===== config.mk =====
export PLATFORM = sky130hd
export DESIGN_NAME = key_value_selector
export DESIGN_NICKNAME = d
export VERILOG_FILES = /design/src/rtl/key_value_selector.sv
export SDC_FILE = /design/constraint.sdc
export NUM_CORES = 1
export LEC_CHECK = 0
export ABC_AREA = 1
export CAP_MARGIN = 20
export CORE_ASPECT_RATIO = 2
export CORE_UTILIZATION = 45
export DETAILED_ROUTE_END_ITERATION = 6
export PLACE_DENSITY = 0.71
export SLEW_MARGIN = 10
export SYNTH_ARGS = -nofsm -noshare
export SYNTH_HDL_FRONTEND = slang
export SYNTH_SLANG_ARGS = --single-unit

===== constraint.sdc =====
create_clock -name i_clk -period 2.18 [get_ports i_clk]
set_clock_uncertainty 0.2 [all_clocks]
set_input_delay 0.654 -clock i_clk [delete_from_list [all_inputs] [get_ports i_clk]]
set_output_delay 0.654 -clock i_clk [all_outputs]
set_load 0.05 [all_outputs]

===== src/rtl/key_value_selector.sv =====
// rtl/key_value_selector.sv - debounced up/down key stepper with auto-repeat
//
// Purpose: synchronises and debounces two active-low push-buttons and steps
// a 5-bit value up or down. A held key repeats after an initial delay.
// Pressing both keys blocks stepping until both keys are released.
//
// Ports:
//   i_clk       system clock
//   i_rst_n     asynchronous active-low reset
//   i_key_up_n  raw increment button, active-low, asynchronous
//   i_key_dn_n  raw decrement button, active-low, asynchronous
//   o_value     current value, 0..MAX_VALUE, registered
//   o_step      one-cycle pulse on every actual change of o_value

module key_value_selector #(
    parameter int DEBOUNCE_CYCLES = 500000,
    parameter int REPEAT_DELAY    = 25000000,
    parameter int REPEAT_PERIOD   = 5000000,
    parameter int MAX_VALUE       = 31,
    parameter int INIT_VALUE      = 0,
    parameter int WRAP            = 1
) (
    input  logic       i_clk,
    input  logic       i_rst_n,
    input  logic       i_key_up_n,
    input  logic       i_key_dn_n,
    output logic [4:0] o_value,
    output logic       o_step
);

    localparam int DB_W   = $clog2(DEBOUNCE_CYCLES + 1);
    localparam int RC_MAX = (REPEAT_DELAY > REPEAT_PERIOD) ? REPEAT_DELAY : REPEAT_PERIOD;
    localparam int RC_W   = $clog2(RC_MAX + 1);

    localparam logic [DB_W-1:0] DB_LAST = DB_W'(DEBOUNCE_CYCLES - 1);
    localparam logic [RC_W-1:0] RD_LAST = RC_W'(REPEAT_DELAY - 1);
    localparam logic [RC_W-1:0] RP_LAST = RC_W'(REPEAT_PERIOD - 1);
    localparam logic [4:0]      MAX_V   = 5'(MAX_VALUE);
    localparam logic [4:0]      INIT_V  = 5'(INIT_VALUE);

    typedef enum logic [1:0] {IDLE, DELAY, REPEAT, BLOCKED} state_t;

    // Bit 0 is the up key, bit 1 the down key; all levels active-low.
    logic [1:0]      raw_n;
    logic [1:0]      sync1_q;
    logic [1:0]      sync2_q;
    logic [1:0]      deb_q;
    logic [1:0]      deb_dly_q;
    logic [1:0]      press_q;
    logic [DB_W-1:0] db_cnt_q [2];
    logic [1:0]      held;

    state_t          state_q, state_d;
    logic            dir_q, dir_d;      // 0 = up, 1 = down
    logic [RC_W-1:0] rep_cnt_q, rep_cnt_d;
    logic [4:0]      value_q;
    logic            step_q;

    logic            step_req;
    logic            step_down;
    logic [4:0]      step_val;

    assign raw_n = {i_key_dn_n, i_key_up_n};
    assign held  = ~deb_q;

    // Synchroniser, debounce counter and registered falling-edge detect.
    always_ff @(posedge i_clk or negedge i_rst_n) begin
        if (!i_rst_n) begin
            sync1_q     <= 2'b11;
            sync2_q     <= 2'b11;
            deb_q       <= 2'b11;
            deb_dly_q   <= 2'b11;
            press_q     <= 2'b00;
            db_cnt_q[0] <= '0;
            db_cnt_q[1] <= '0;
        end else begin
            sync1_q   <= raw_n;
            sync2_q   <= sync1_q;
            deb_dly_q <= deb_q;
            press_q   <= deb_dly_q & ~deb_q;
            for (int k = 0; k < 2; k++) begin
                if (sync2_q[k] == deb_q[k]) begin
                    db_cnt_q[k] <= '0;
                end else if (db_cnt_q[k] == DB_LAST) begin
                    deb_q[k]    <= sync2_q[k];
                    db_cnt_q[k] <= '0;
                end else begin
                    db_cnt_q[k] <= db_cnt_q[k] + DB_W'(1);
                end
            end
        end
    end

    // Bounded step: wrap or saturate at 0 and MAX_VALUE.
    function automatic logic [4:0] bump(input logic [4:0] v, input logic down);
        if (!down) begin
            if (v >= MAX_V) return (WRAP != 0) ? 5'd0 : MAX_V;
            return v + 5'd1;
        end
        if (v == 5'd0) return (WRAP != 0) ? MAX_V : 5'd0;
        return v - 5'd1;
    endfunction

    assign step_val = bump(value_q, step_down);

    always_comb begin
        state_d   = state_q;
        dir_d     = dir_q;
        rep_cnt_d = rep_cnt_q;
        step_req  = 1'b0;
        step_down = dir_q;
        case (state_q)
            IDLE: begin
                rep_cnt_d = '0;
                if (press_q == 2'b11) begin
                    state_d = BLOCKED;
                end else if (press_q != 2'b00) begin
                    step_req  = 1'b1;
                    step_down = press_q[1];
                    dir_d     = press_q[1];
                    state_d   = DELAY;
                end
            end
            DELAY, REPEAT: begin
                // Release of the stepping key wins over a press of the other one.
                if (!held[dir_q]) begin
                    state_d   = IDLE;
                    rep_cnt_d = '0;
                end else if (held[~dir_q]) begin
                    state_d   = BLOCKED;
                    rep_cnt_d = '0;
                end else if (rep_cnt_q == ((state_q == DELAY) ? RD_LAST : RP_LAST)) begin
                    step_req  = 1'b1;
                    rep_cnt_d = '0;
                    state_d   = REPEAT;
                end else begin
                    rep_cnt_d = rep_cnt_q + RC_W'(1);
                end
            end
            BLOCKED: begin
                if (held == 2'b00) state_d = IDLE;
            end
            default: state_d = IDLE;
        endcase
    end

    always_ff @(posedge i_clk or negedge i_rst_n) begin
        if (!i_rst_n) begin
            state_q   <= IDLE;
            dir_q     <= 1'b0;
            rep_cnt_q <= '0;
            value_q   <= INIT_V;
            step_q    <= 1'b0;
        end else begin
            state_q   <= state_d;
            dir_q     <= dir_d;
            rep_cnt_q <= rep_cnt_d;
            // A saturated step leaves the value alone and raises no pulse.
            step_q    <= step_req && (step_val != value_q);
            if (step_req) value_q <= step_val;
        end
    end

    assign o_value = value_q;
    assign o_step  = step_q;

endmodule


==> results.toml, run 1 <==
[global_routing]
antenna_found_initial = 0
grt-busiest-layer = "met2"
grtUsageTotal_pct = 22.3
use_met2_pct = 40.8
grt_pass1_wl_microns = 18900
first_global_vias = 4272
grt_use_met3_pct = 4.14
grt.met1_usage_pct = 22.0
grt-ovfl-total = 0
grt_max_degree = 48

[yosys]
netlist_area_sq_um = 4690
ys.warnings.count = 0
synth_edf_count = 0
yosysSeqAreaShare_pct = 43.9
yosysUniqueCellTypes = 41
async_reset_ff_share_pct = 100
synth_nets = 605
synth_top_area_share_pct = 39.5
ys_seq_elements = 82
synth_top_area_cell = "dfrtp_1"
syn_avg_cell_area_sq_um = 7.95
ys.flop_type = "dfrtp_1"
syn_inst = 590
synth.area.top_cells = "dfrtp_1 39%, nand2_1 8.4%, nor2_1 7.0%, inv_1 6.3%, nand3_1 4.9%"

[placed_design]
dp_cells = 737
io_buffer_count = 9
hpwl_microns = 8340
gp_congestion = 0.938

[finish]
areaGrowthSynthToFinish_pct = 15.8
seq_area_sq_um = 2070
layout_common_cells = "104 x nand2_1, 87 x nor2_1, 79 x inv_1, 71 x dfrtp_1, 46 x nand3_1"
nNetsFinal = 634
finish.utilization_pct = 53.6
n_fill_cell = 978
fin_cells = 759
multiInputGateArea_sq_um = 2300
antennaDiodeCount = 0
drive_above_1_share_pct = 13.9
mostFrequentLayoutCell = "nand2_1"

[pwr]
power.density_nw_per_um2 = 616
leakage_uw = 0.00238
finalPower_uw = 3350
max-vdd-ir-drop_v = 0.000471

[routing]
drtPass1Iterations = 5
drt_iter0_drc = 231
ant_nets = 0
wl_microns = 11000
wl_per_cell_microns = 14.5
vias = 4049
drc = 0
via_per_inst = 5.33

[clock_network]
cts_tree = "yes"
cts.sink_count = 82
cts-buffers-inserted = 9
root_buffer = "clkbuf_16"
worstSkewPairLatency_ns = 0.34
path_clk_slew_ns = 0.06
h-tree-depth = 3
clockBufferDepth = 2

[worst_setup_path]
end_kind = "flip-flop"
path_max_fanout = 5
worstPathArrival_ns = 2.07
cp.required_ns = 2.20
critPathLaunchType = "flip-flop"
path_class = "reg -> reg"

[floorplanning]
die-area_sq_um = 10900
dieWidth_microns = 74.2
die_y_microns = 146
core_sq_um = 10100
start_util_pct = 46.2
rows = 52
pin_count = 10

[sta]
setup_viol = 0
finalHoldViolations = 0
fin_crit_sh_pct = 94.2
fin_crit_ns = 2.05
drv_slew = 0
relSlewSlack_pct = 66.7
fin_tns_setup_ns = 0
fmax_mhz = 487
worst_pin_slew_ns = 0.494

[hold_path]
hold_class = "reg -> reg"

[status]
status = "finished, final reports clean"

[flow_run]
max_cap_violations = 0
==> registers in the layout (all words and copies together) (netlist names) <==
name	cells
press_q	2
dir_q	1
db_cnt_q	38
deb_dly_q	2
sync1_q	2
o_value	5
sync2_q	2
rep_cnt_q	25
o_step	1
state_q	2
deb_q	2
==> synthesized netlist by cell type (2+ instances only) <==
library cell    n
dfrtp_1        74
nand4_2         2
nand4_1        26
nand2_2         7
xor2_1         24
nor2_2          5
inv_1          79
nand3_2         5
nor4_1          6
nor3_4          3
o21ai_0        15
inv_2           2
xnor2_1         6
nand3_1        46
a21oi_1        23
nor3_1         24
ha_1           11
nor2_4          5
buf_2           3
nand2_1       105
nand3b_1        2
nor2_1         87
a31oi_1         2
nor3_2          4
dfstp_2         8
==> metal layers <==
metal,routed length (microns),vias to the layer above
li1,-,1974
met2,6180,88
met4,665,0
met5,0,-
met1,3860,1939
met3,324,48
==> layout make-up <==
type	count	area share, %
Multi-Input combinational cell	421	42.4
Clock inverter	5	1.89
Inverter	83	5.78
Tap cell	135	3.11
Sequential cell	82	38.0
Timing Repair Buffer	22	4.56
Clock buffer	11	4.28
==> power breakdown <==
part	switching, uW	leakage, uW	internal, uW	total (uW)
logic	58.7	0.00111	24.9	83.5
registers	13.7	0.00111	1540	1550
clock network	593	0.000160	1120	1710
==> cells by family (layout without fill, tap and decap cells) <==
group / Yosys count / after routing / share of synthesized area (%)
and+or+nand+nor: 334 / 334 / 34.9
adders and majority gates: 11 / 11 / 2.93
DFF: 82 / 82 / 43.9
muxes: 1 / 1 / 0.240
xor gates and xnor gates: 30 / 30 / 5.60
AOI/OAI and AO/OA: 45 / 45 / 5.15
buffers and inverters: 87 / 121 / 7.25
==> final timing paths <==
check | slack, ns | from | to | depth (start not counted)
max in group asynchronous | 0.68 | i_rst_n | o_value[1]$_DFFE_PN0P_ | 3
worst min-delay path | 0.16 | sync1_q[0]$_DFF_PN1_ | sync2_q[0]$_DFF_PN1_ | 0
worst max-delay path | 0.13 | o_value[0]$_DFFE_PN0P_ | o_step$_DFF_PN0_ | 12
worst min register to register | 0.16 | sync1_q[0]$_DFF_PN1_ | sync2_q[0]$_DFF_PN1_ | 0
min in group asynchronous | 0.52 | i_rst_n | rep_cnt_q[7]$_DFFE_PN0P_ | 2
worst max register to register | 0.13 | o_value[0]$_DFFE_PN0P_ | o_step$_DFF_PN0_ | 12
==> worst max-delay path, stage by stage, from the launching register on <==
cell and delay [ns]:
dfrtp_2 0.44, ha_1 0.22, nand2_1 0.09, nor2_1 0.05, ha_1 0.21, inv_1 0.10, nand3_1 0.10, nand2_1 0.09
nand2_1 0.08, nand2_1 0.06, nand3_1 0.10, nor2_1 0.12, a21oi_1 0.09
==> per-stage QoR <==
stage	setup slack (ns)	area, sq um	hold slack, ns
2_1_floorplan	0.0816	4690	0.145
3_3_place_gp	0.143	5040	0.145
3_5_place_dp	0.0835	5040	0.147
4_1_cts	0.0477	5380	0.156
5_1_grt	-0.00483	5440	0.162
6_report	0.127	5440	0.155
==> timing repair <==
action,4_1_cts,5_1_grt
gates resized for setup,0,7
buffers inserted,0,5
hold buffers,1,0
setup endpoints to repair,0,6
endpoints found under the hold margin,14,0
(Power assumes the default switching activity.)
==> run 2: changes to the inputs <==
- ABC_AREA: 1 -> not set
- RECOVER_POWER: not set -> 25
- TNS_END_PERCENT: not set -> 20
==> run 2 against run 1 <==
  * The flow now finishes with violations (design-rule violations, negative setup slack)
  * Area after synthesis shrank 10%
  * Setup slack lost 0.38 ns
  * Sequential share of layout area grew 0.54 points
  * Core utilization rose by 5.5 points
  * Critical path depth down 3
  * Power shrank 6.3%
  * Highest routed layer unchanged
  * Sequential power about the same
  * Register-to-register slack worse by 0.38 ns
  * Design area fell by 1.5%
  * First-iteration DRC count fell by 2.2%
  * Critical path type unchanged
==> results.toml, run 2 <==
[status]
status = "finished with violations"
violations = "design-rule violations, negative setup slack"

[routing]
wl_met1_microns = 3400
drt_iter0_drc = 226
routed-wl-met3_microns = 182
via_per_inst = 5.43
top_layer = "met4"
wl_microns = 8980
wl_per_cell_microns = 14.4
drc = 2
ant_nets = 0
drtPass1Iterations = 6
wl_met2_microns = 5230
vias = 3382

[placed_design]
io_buffer_count = 9
dpl_worst_slack_ns = -0.299
place_area_sq_um = 5000
gp_congestion = 0.892
hpwl_microns = 6640

[worst_setup_path]
worstPathArrival_ns = 2.48
critPathLaunchType = "flip-flop"
path_max_fanout = 7
rrSetupSlack_ns = -0.26
path_class = "reg -> reg"
end_kind = "flip-flop"
cp.required_ns = 2.23

[pwr]
switching_share_pct = 20.7
p_clk_share_pct = 48.0
seq_power_share_pct = 49.4
power.density_nw_per_um2 = 585
p_int_uw = 2490
leakage_uw = 0.00237
max-vdd-ir-drop_v = 0.000614
power_frac_comb_pct = 2.6
p_switching_uw = 648

[floorplanning]
die-area_sq_um = 9800
pin_count = 10
start_util_pct = 46.6
dieWidth_microns = 70.5
die_y_microns = 139
rows = 49
core_sq_um = 9070

[flow_run]
max_cap_violations = 0

[sta]
rsz0062_at_grt = "yes"
finalHoldViolations = 0
drv_slew = 0
fin_crit_sh_pct = 112
relSlewSlack_pct = 64.5
whs_ns = 0.156
setup_viol = 29
fmax_mhz = 411
fin_crit_ns = 2.44
worst_pin_slew_ns = 0.533
fin_ws_ns = -0.256

[yosys]
synthAdderAreaFrac_pct = 3.26
ys.warnings.count = 0
yosysMostFrequentCell = "dfrtp_1"
synth_nets = 455
yosysSeqAreaShare_pct = 48.8
yosysUniqueCellTypes = 49
synth.area.top_cells = "dfrtp_1 44%, xor2_1 6.4%, nor2_1 6.4%, xnor2_1 5.4%, dfstp_2 5.0%"
netlist_area_sq_um = 4220
ys_seq_elements = 82
synth_xor_area_share_pct = 11.8
synthMuxAreaShare_pct = 2.07
synth_compound_area_share_pct = 5.27
synth_edf_count = 0
syn_inst = 440
netlist_top_cells_count = "74 x dfrtp_1, 72 x nor2_1, 45 x nand2_1"
async_reset_ff_share_pct = 100
yosys.area_share.simple_pct = 26.1
synth_top_area_share_pct = 43.8
ys.flop_type = "dfrtp_1"
synth_top_area_cell = "dfrtp_1"
synth_top_family_by_area = "simple AND/OR/NAND/NOR gates"
syn_avg_cell_area_sq_um = 9.60

[clock_network]
clockBufferDepth = 2
h-tree-depth = 3
cts-buffers-inserted = 9
cts_tree = "yes"
cts.sink_count = 82
worstSkewPairLatency_ns = 0.33
root_buffer = "clkbuf_16"
path_clk_slew_ns = 0.06

[finish]
fin_area_sq_um = 5360
regMostFlops = "db_cnt_q"
nNetsFinal = 531
areaGrowthSynthToFinish_pct = 26.8
largest_reg_flops = 38
drive_above_1_share_pct = 22.6
antennaDiodeCount = 0
layout_common_cells = "72 x nor2_1, 72 x dfrtp_1, 61 x buf_4, 45 x nand2_1"

[global_routing]
first_global_vias = 3499
grt_max_degree = 38
grtUsageTotal_pct = 20.0
antenna_found_initial = 0
grt_pass1_wl_microns = 15500
grt-ovfl-total = 0

[hold_path]
hold_class = "reg -> reg"
## run 2: worst paths after layout
kind	start	to	cells after the start
max	state_q[1]$_DFFE_PN0P_	o_value[2]$_DFFE_PN0P_	9
min	sync1_q[0]$_DFF_PN1_	sync2_q[0]$_DFF_PN1_	0
max reg2reg	state_q[1]$_DFFE_PN0P_	o_value[2]$_DFFE_PN0P_	9
min reg2reg	sync1_q[0]$_DFF_PN1_	sync2_q[0]$_DFF_PN1_	0
max in group asynchronous	i_rst_n	o_value[0]$_DFFE_PN0P_	3
min in group asynchronous	i_rst_n	o_value[1]$_DFFE_PN0P_	2
## run 2: metal layers
| layer | vias to the layer above | global-route usage [%] |
|---|---|---|
| li1 | 1655 | - |
| met1 | 1682 | 21.1 |
| met2 | 32 | 38.2 |
| met3 | 13 | 4.07 |
| met4 | 0 | 7.20 |
| met5 | - | 0 |
## run 2: layout make-up
| type | instances | area (sq um) |
|---|---|---|
| Multi-Input combinational cell | 330 | 2090 |
| Clock buffer | 12 | 246 |
| Fill cell | 777 | 3720 |
| Clock inverter | 4 | 51.3 |
| Sequential cell | 82 | 2060 |
| Tap cell | 102 | 128 |
| Inverter | 15 | 56.3 |
| Timing Repair Buffer | 78 | 716 |
## run 2: cells by family (layout without fill, tap and decap cells)
group,after synthesis,in the layout
AND/OR/NAND/NOR,222,222
AO/OA/AOI/OAI,32,32
buffers and inverters,28,109
multiplexers,8,8
flip-flops,82,82
XOR/XNOR,57,57
adder cells (fa/ha/maj),11,11
## run 2: critical path: stages (launching register included)
cell and delay, ns:
dfrtp_1 0.40, inv_2 0.09, ha_4 0.13, nand4b_1 0.09
or4_4 0.43, a2111o_1 0.44, a21oi_4 0.19, buf_6 0.15
a21oi_2 0.05, a31oi_1 0.16
## run 2: power groups by stage
stage	registers [uW]	logic, uW	clock network, uW
6_report	1550	82.5	1500
5_1_grt	1550	94.7	1610
4_1_cts	1550	90.4	1540
3_3_place_gp	1580	86.1	0
2_1_floorplan	1570	27.3	0
3_5_place_dp	1580	88.6	0
## run 2: timing repair
action	4_1_cts	5_1_grt
hold buffers	1	0
endpoints found under the hold margin	2	0
gates resized for setup	6	1
pin swaps	3	0
gates cloned	0	0
endpoints found under the setup margin	32	33
buffers inserted	3	1
## run 2: stage by stage
stage / power, uW / setup TNS [ns] / instances / utilization (%)
final: 3140 / -3.52 / 623 / 59.0
after global routing: 3250 / -7.89 / 623 / 59.0
after CTS: 3180 / -3.19 / 622 / 59.1
after detailed placement: 1660 / -2.01 / 602 / 55.1
after global placement: 1660 / -1.21 / 602 / 55.1
after floorplan: 1600 / -0.464 / 440 / -
==> run 3: changes to the inputs <==
- CORE_UTILIZATION: 45 -> 50
- GPL_ROUTABILITY_DRIVEN: not set -> 0
- PLACE_DENSITY: 0.71 -> 0.77
==> run 3 against run 2 <==
  * The flow finishes with violations (negative setup slack)
  * Power shrank 1.4%
  * Design area shrank 0.63%
  * Routed wire length grew 3.3%
  * Via count grew 1.2%
  * Clock power shrank 3%
  * Setup slack lost 0.030 ns
  * Maximum frequency shrank 1.2%
  * Cell count shrank 1.4%
  * Sequential cell count is the same
  * Count of clock-buffer cells in the layout is the same
==> results.toml, run 3 (synthesis gave the netlist of run 2 again) <==
[routing]
wl_microns = 9270
drc = 0
ant_nets = 0
drtPass1Iterations = 4
wl_per_cell_microns = 15.1
via_per_inst = 5.57
vias = 3422
drt_iter0_drc = 200

[global_routing]
grt_max_degree = 36
antenna_found_initial = 0
grtUsageTotal_pct = 23.3
grt-ovfl-total = 0
grt_pass1_wl_microns = 15600
first_global_vias = 3568

[worst_setup_path]
worstPathArrival_ns = 2.50
r2r-start = "state_q[1]$_DFFE_PN0P_"
end_kind = "flip-flop"
path_class = "reg -> reg"
crit_buf_inv = 2
rrSetupSlack_ns = -0.29
rr_worst_depth = 9
crit_chain = "inv_2, ha_4, nand4b_1, or4_4, a2111o_1, a21oi_4, buf_6, a21oi_2, a31oi_1"
crit_path_top_delay_cell = "or4_4"
critPathLaunchType = "flip-flop"
cpPeakStageDelay_ns = 0.43
cp.required_ns = 2.22
path_max_fanout = 7
regToRegEndpoint = "o_value[2]$_DFFE_PN0P_"
path_delay_family = "compound AO/OA/AOI/OAI gates"

[clock_network]
worstSkewPairLatency_ns = 0.33
root_buffer = "clkbuf_16"
postCtsHoldBufs = 0
cts_tree = "yes"
cts-buffers-inserted = 9
path_clk_slew_ns = 0.06
cts.sink_count = 82
h-tree-depth = 3
clockBufferDepth = 2

[floorplanning]
die_y_microns = 132
core_sq_um = 8230
rows = 47
pin_count = 10
die-area_sq_um = 8840
dieWidth_microns = 67.0
start_util_pct = 51.3

[pwr]
leakage_uw = 0.00235
power.density_nw_per_um2 = 581
finalPower_uw = 3090
max-vdd-ir-drop_v = 0.000424

[sta]
rsz0062_at_grt = "yes"
drv_slew = 0
fin_crit_sh_pct = 113
fin_ws_ns = -0.286
fin_crit_ns = 2.47
finalHoldViolations = 0
fin_tns_setup_ns = -6.35
fmax_mhz = 406
whs_ns = 0.155
worst_pin_slew_ns = 0.893
relSlewSlack_pct = 40.4
setup_viol = 33

[placed_design]
hpwl_microns = 6560
dp_cells = 595
io_buffer_count = 9

[finish]
fin_cells = 614
regMostFlops = "db_cnt_q"
largest_reg_flops = 38
finish.utilization_pct = 64.6
layout_common_cells = "72 x nor2_1, 72 x dfrtp_1, 60 x buf_4, 45 x nand2_1"
drive_above_1_share_pct = 22.7
areaGrowthSynthToFinish_pct = 26.0
nNetsFinal = 527
n_fill_cell = 649
antennaDiodeCount = 0

[status]
violations = "negative setup slack"
status = "finished with violations"

[hold_path]
hold_class = "reg -> reg"
min_to = "sync2_q[1]$_DFF_PN1_"
hold_depth = 0
min_from = "sync1_q[1]$_DFF_PN1_"

[flow_run]
max_cap_violations = 0
-- run 3: cell count changes in the layout (fill, tap and decap cells not counted), sizes merged --
cell / previous run / this run
buf: 72 / 71
clkbuf: 15 / 13
clkdlybuf4s50: 0 / 2
clkinvlp: 1 / 0
dlygate4sd3: 3 / 0
-- run 3: final cells by class --
type / instances / area (sq um) / share of cell area (%)
well taps: 98 / 123 / 2.30
inverters: 15 / 56.3 / 1.06
clock inverters: 3 / 40.0 / 0.752
clock buffers: 12 / 246 / 4.63
multi-input cells: 330 / 2100 / 39.5
repair buffers: 74 / 687 / 12.9
flip-flops and latches: 82 / 2060 / 38.8
-- run 3: layer usage --
metal / wire, microns / track usage, % / part of all wire [%]
met5: 0 / 0 / 0
met4: 282 / 11.9 / 3.0
met3: 238 / 4.24 / 2.6
met2: 5420 / 42.7 / 58
met1: 3340 / 23.8 / 36
-- run 3: through the flow --
step                      setup WS (ns)  cell area (sq um)
after floorplan                  -0.166               4240
after global placement           -0.137               4960
after detailed placement         -0.261               4960
after CTS                        -0.241               5280
after global routing             -0.354               5320
final                            -0.286               5320
-- run 3: repair_timing --
action,CTS,global route
pin swaps,1,0
resized for setup,7,3
setup buffers,1,3
setup endpoints to repair,30,33
-- run 3: worst register-to-register path, cell delays in order (launching register included) --
cell and delay [ns]:
dfrtp_1 0.40, inv_2 0.10, ha_4 0.13, nand4b_1 0.07
or4_4 0.43, a2111o_1 0.43, a21oi_4 0.20, buf_6 0.16
a21oi_2 0.05, a31oi_1 0.19
-- run 3: worst max path at each step --
stage / depth (start not counted) / startpoint / endpoint
after CTS: 9 / state_q[1]$_DFFE_PN0P_ / o_value[2]$_DFFE_PN0P_
after floorplan: 7 / state_q[1]$_DFFE_PN0P_ / o_value[3]$_DFFE_PN0P_
after global routing: 8 / state_q[0]$_DFFE_PN0P_ / o_step$_DFF_PN0_
final: 9 / state_q[1]$_DFFE_PN0P_ / o_value[2]$_DFFE_PN0P_
after global placement: 9 / state_q[1]$_DFFE_PN0P_ / o_value[0]$_DFFE_PN0P_
after detailed placement: 8 / state_q[0]$_DFFE_PN0P_ / o_step$_DFF_PN0_
-- run 3: power by group --
group	total (uW)	leakage (uW)	internal (uW)	switching, uW
clock	1460	0.000142	908	556
sequential	1550	0.00111	1540	11.0
combinational	79.5	0.00110	28.1	51.4
